### config.mk
export PLATFORM = sky130hd
export DESIGN_NAME = idex_reg
export DESIGN_NICKNAME = d
export VERILOG_FILES = /design/src/rtl/idex_reg.sv
export SDC_FILE = /design/constraint.sdc
export NUM_CORES = 1
export LEC_CHECK = 0
export ABC_AREA = 1
export BUFFER_PORTS_ARGS = -buffer_cell sky130_fd_sc_hd__buf_2
export CORE_AREA = 4 4 124 126
export CTS_CLUSTER_DIAMETER = 80
export DETAILED_ROUTE_END_ITERATION = 10
export DIE_AREA = 0 0 128 130
export PLACE_DENSITY = 0.76
export SKIP_LAST_GASP = 1
export SYNTH_ARGS = -nofsm -noshare
export SYNTH_HDL_FRONTEND = slang
export SYNTH_SLANG_ARGS = --single-unit
### constraint.sdc
create_clock -name clk -period 3.11 [get_ports clk]
set_input_delay 0.311 -clock clk [delete_from_list [all_inputs] [get_ports clk]]
set_output_delay 0.311 -clock clk [all_outputs]
set_load 0.01 [all_outputs]
### src/rtl/idex_reg.sv
// ID/EX pipeline register with load-use hazard detection, flush/bubble insertion
// and a saturating bubble counter. Hazard detection is compiled in by HAZARD_DETECT_EN.
module idex_reg #(
    parameter int WIDTH = 32
) (
    input  logic             clk,
    input  logic             rst_n,
    input  logic [1:0]       ID_ctlwb,
    input  logic [2:0]       ID_ctlm,
    input  logic [3:0]       ID_ctlex,
    input  logic [WIDTH-1:0] ID_npc,
    input  logic [WIDTH-1:0] ID_readdat1,
    input  logic [WIDTH-1:0] ID_readdat2,
    input  logic [WIDTH-1:0] ID_signext,
    input  logic [4:0]       ID_rs,
    input  logic [4:0]       ID_rt,
    input  logic [4:0]       ID_rd,
    input  logic             flush,
    output logic [1:0]       EX_ctlwb,
    output logic [2:0]       EX_ctlm,
    output logic [3:0]       EX_ctlex,
    output logic [WIDTH-1:0] EX_npc,
    output logic [WIDTH-1:0] EX_readdat1,
    output logic [WIDTH-1:0] EX_readdat2,
    output logic [WIDTH-1:0] EX_signext,
    output logic [4:0]       EX_rs,
    output logic [4:0]       EX_rt,
    output logic [4:0]       EX_rd,
    output logic             ID_stall,
    output logic [15:0]      bubble_cnt
);

    logic hazard;
    logic bubble;

`ifdef HAZARD_DETECT_EN
    // rt is compared for every opcode; occasional spurious stalls are accepted
    assign hazard = EX_ctlm[1] & (EX_rt != 5'd0) &
                    ((EX_rt == ID_rs) | (EX_rt == ID_rt));
`else
    assign hazard = 1'b0;
`endif

    assign ID_stall = hazard & ~flush;
    assign bubble   = flush | hazard;

    always_ff @(posedge clk or negedge rst_n) begin
        if (!rst_n) begin
            EX_ctlwb    <= '0;
            EX_ctlm     <= '0;
            EX_ctlex    <= '0;
            EX_npc      <= '0;
            EX_readdat1 <= '0;
            EX_readdat2 <= '0;
            EX_signext  <= '0;
            EX_rs       <= '0;
            EX_rt       <= '0;
            EX_rd       <= '0;
        end else if (flush) begin
            EX_ctlwb    <= '0;
            EX_ctlm     <= '0;
            EX_ctlex    <= '0;
            EX_npc      <= '0;
            EX_readdat1 <= '0;
            EX_readdat2 <= '0;
            EX_signext  <= '0;
            EX_rs       <= '0;
            EX_rt       <= '0;
            EX_rd       <= '0;
        end else begin
            // A hazard bubble only kills control; clearing MemRead ends the stall next cycle
            if (hazard) begin
                EX_ctlwb <= '0;
                EX_ctlm  <= '0;
                EX_ctlex <= '0;
            end else begin
                EX_ctlwb <= ID_ctlwb;
                EX_ctlm  <= ID_ctlm;
                EX_ctlex <= ID_ctlex;
            end
            EX_npc      <= ID_npc;
            EX_readdat1 <= ID_readdat1;
            EX_readdat2 <= ID_readdat2;
            EX_signext  <= ID_signext;
            EX_rs       <= ID_rs;
            EX_rt       <= ID_rt;
            EX_rd       <= ID_rd;
        end
    end

    always_ff @(posedge clk or negedge rst_n) begin
        if (!rst_n) begin
            bubble_cnt <= '0;
        end else if (bubble && (bubble_cnt != 16'hFFFF)) begin
            bubble_cnt <= bubble_cnt + 16'd1;
        end
    end

endmodule

==> impl_metrics.toml <==
[run_status]
status = "complete, no violations"

[layout]
most-common-layout-cells = "320 x buf_2, 168 x dfrtp_1, 165 x inv_1"
final_net_count = 1095
final_common_cell = "buf_2"
stdcell_area_mm2 = 0.008452
fillCellCount = 1247
drive_above_1_share_pct = 38.70
area_growth_syn_to_layout_pct = 40.23

[critical_path]
crit_start = "bubble_cnt[0]"
crit-reg2reg-capture = "bubble_cnt[7]"
r2r_slack_ns = 1.54
critPathMaxStageDelay_ns = 0.43
cp-end-kind = "flip-flop"
cp.arrival_ns = 1.87
crit_chain = "ha_1, inv_1, nor2_4, nand2_2, inv_2, nand2_4, nand2_8, inv_4, nand2_1, nand2_1"
worst_path_most_repeated_cell = "nand2_1"
crit_path_start_kind = "flip-flop"
cpMaxStageDelayCell = "dfrtp_1"
ff2ff_path_depth = 10
critPathMaxFanout = 10
rr_startpoint = "bubble_cnt[0]"
critPathKind = "flip-flop to flip-flop"
cp_num_buf_inv = 3
crit_required_ns = 3.41
path_delay_family = "simple AND/OR/NAND/NOR gates"

[yosys]
syn_nets = 767
syn_avg_cell_area_um2 = 9.864
synthTopCellsByArea = "dfrtp_1 70%, inv_1 10%, nor2_1 10%"
ys_ff_latch = 168
synth_area_mm2 = 0.006027
yosysTopAreaCellShare_pct = 69.75
syn_inst = 611
yosysTopAreaCell = "dfrtp_1"
netlist-cell-type-count = 25
yosys_warnings = 0
yosysSeqAreaShare_pct = 69.75

[global_routing]
globalRoute.totalOverflow = 0
grt_usage_pct = 18.75
grt_antenna_before_repair = 3
grt_max_degree = 88
grt_pass1_wl_um = 24140
grt_pass1_vias = 4825

[routing]
via_count = 4709
routed_wl_um = 15430
wl_met1_um = 5481
drc_errors = 0
dr_wl_met3_um = 1701
vias_per_cell = 4.142
drt_iter0_drc = 196
dr.pass1.iters = 4
wl_per_cell_um = 13.57
routed.top_layer = "met5"
wl_met2_um = 8028
antenna_left = 0

[place]
place.gp.congestion = 0.8364
place_hpwl_um = 11960
place_area_mm2 = 0.007849
io_buffers = 322

[cts]
clock-sinks = 168
clockBufferDepth = 2
root_buffer = "clkbuf_16"
h-tree-depth = 4
cts_tree = "done"
clock_latency_ns = 0.40
cts_buffers = 17
post_cts_buffers = 0
clk_pin_slew_ns = 0.06

[timing]
setup_tns_ns = 0
fin_skew_ns = 0.006026
setup_violations = 0
finalCritPeriodShare_pct = 50.52
maxSlewHeadroom_pct = 54.82
worstMarginPinSlew_ns = 0.6776
hold_violations = 0
slew_violations = 0
min_period_ns = 1.571
hold_slack_ns = 0.09793
fmax_mhz = 636.5
rsz0062_at_grt = "false"

[power_and_ir_drop]
peakVddDrop_uv = 386.4
p_leak_nw = 5.284
p_per_area_mw_per_mm2 = 590.0

[floorplanning]
rows = 44
chipHeight_um = 130
die_area_mm2 = 0.01664
ios = 324
start_util_pct = 42.11
coreArea_mm2 = 0.01431
die_x_um = 128

[min_path]
whs_endpoint = "EX_ctlm[2]"
hold_start = "ID_ctlm[2]"
worstHoldPathCells = 3
hp-class = "input pin to flip-flop"

[job]
drv_cap = 0
## how the worst max path moves through the flow
stage	depth (start not counted)	endpoint
finish	10	bubble_cnt[7]
global placement	10	bubble_cnt[6]
floorplan	10	bubble_cnt[6]
global route	10	bubble_cnt[7]
CTS	10	bubble_cnt[6]
detailed placement	10	bubble_cnt[7]
## registers in the layout (all words and copies together), names as in the netlist
register / cells
EX_signext: 32
EX_readdat2: 32
EX_rd: 5
EX_ctlwb: 2
EX_npc: 32
EX_ctlex: 4
EX_ctlm: 3
bubble_cnt: 16
EX_rs: 5
EX_readdat1: 32
EX_rt: 5
## synthesized netlist by cell type, drive strengths merged
| cell type | instances |
|---|---|
| clkbuf | 7 |
| nor3 | 2 |
| dfrtp | 168 |
| conb | 1 |
| o21ai | 2 |
| clkinv | 1 |
| nand2 | 61 |
| nor2 | 166 |
| nand3b | 2 |
| inv | 167 |
| xnor2 | 3 |
| ha | 1 |
| nand3 | 8 |
| nand4 | 7 |
| xor2 | 3 |
| nor2b | 1 |
| buf | 11 |
## what timing repair did
item                      in CTS  in global routing
hold buffers                   1                  0
hold endpoints to repair      53                  0
gates resized for setup        0                  0
## power by group
part           leakage [nW]  switching [W]  internal [W]
Clock                 0.279       0.000813       0.00125
Combinational          2.83       0.000317      0.000232
Sequential             2.17      0.0000639       0.00231
## worst register-to-register path: stages (launching register included)
cell and delay [ns]:
dfrtp_1 0.43, ha_1 0.21, inv_1 0.09, nor2_4 0.16
nand2_2 0.11, inv_2 0.09, nand2_4 0.09, nand2_8 0.11
inv_4 0.07, nand2_1 0.07, nand2_1 0.04
## kinds of logic (layout without fill, tap and decap cells)
family / Yosys count / count (layout) / share of synthesized area (%)
other: 1 / 3 / 0.06222
buffers and inverters: 186 / 526 / 11.92
flip-flops: 168 / 168 / 69.75
AND/OR/NAND/NOR: 247 / 247 / 17.02
AO/OA/AOI/OAI: 2 / 2 / 0.1661
XOR/XNOR: 6 / 6 / 0.8721
adder cells (fa/ha/maj): 1 / 1 / 0.2076
## final cells by class
cell class	instances	area (um^2)	share of cell area, %
antenna	2	5.005	0.05922
clock buffer	22	474.2	5.611
clock inverter	9	113.9	1.347
inverter	168	634.4	7.506
multi-input combinational	257	1105	13.07
sequential	168	4204	49.74
tap	184	230.2	2.724
timing repair buffer	327	1685	19.94
## through the flow
stage,setup WS (ns),util [%],cells,power [W]
floorplan,1.681,-,611,0.002652
global placement,1.628,54.83,1103,0.002961
detailed placement,1.553,54.83,1103,0.002978
CTS,1.527,59.01,1135,0.005054
global route,1.410,59.05,1137,0.005234
finish,1.539,59.05,1137,0.004987
## routing by layer
layer	GRT usage [%]	vias to the layer above
met3	8.432	15
li1	-	2350
met4	5.930	2
met2	32.38	192
met5	0	-
met1	20.90	2150
(Power assumes the default switching activity.)
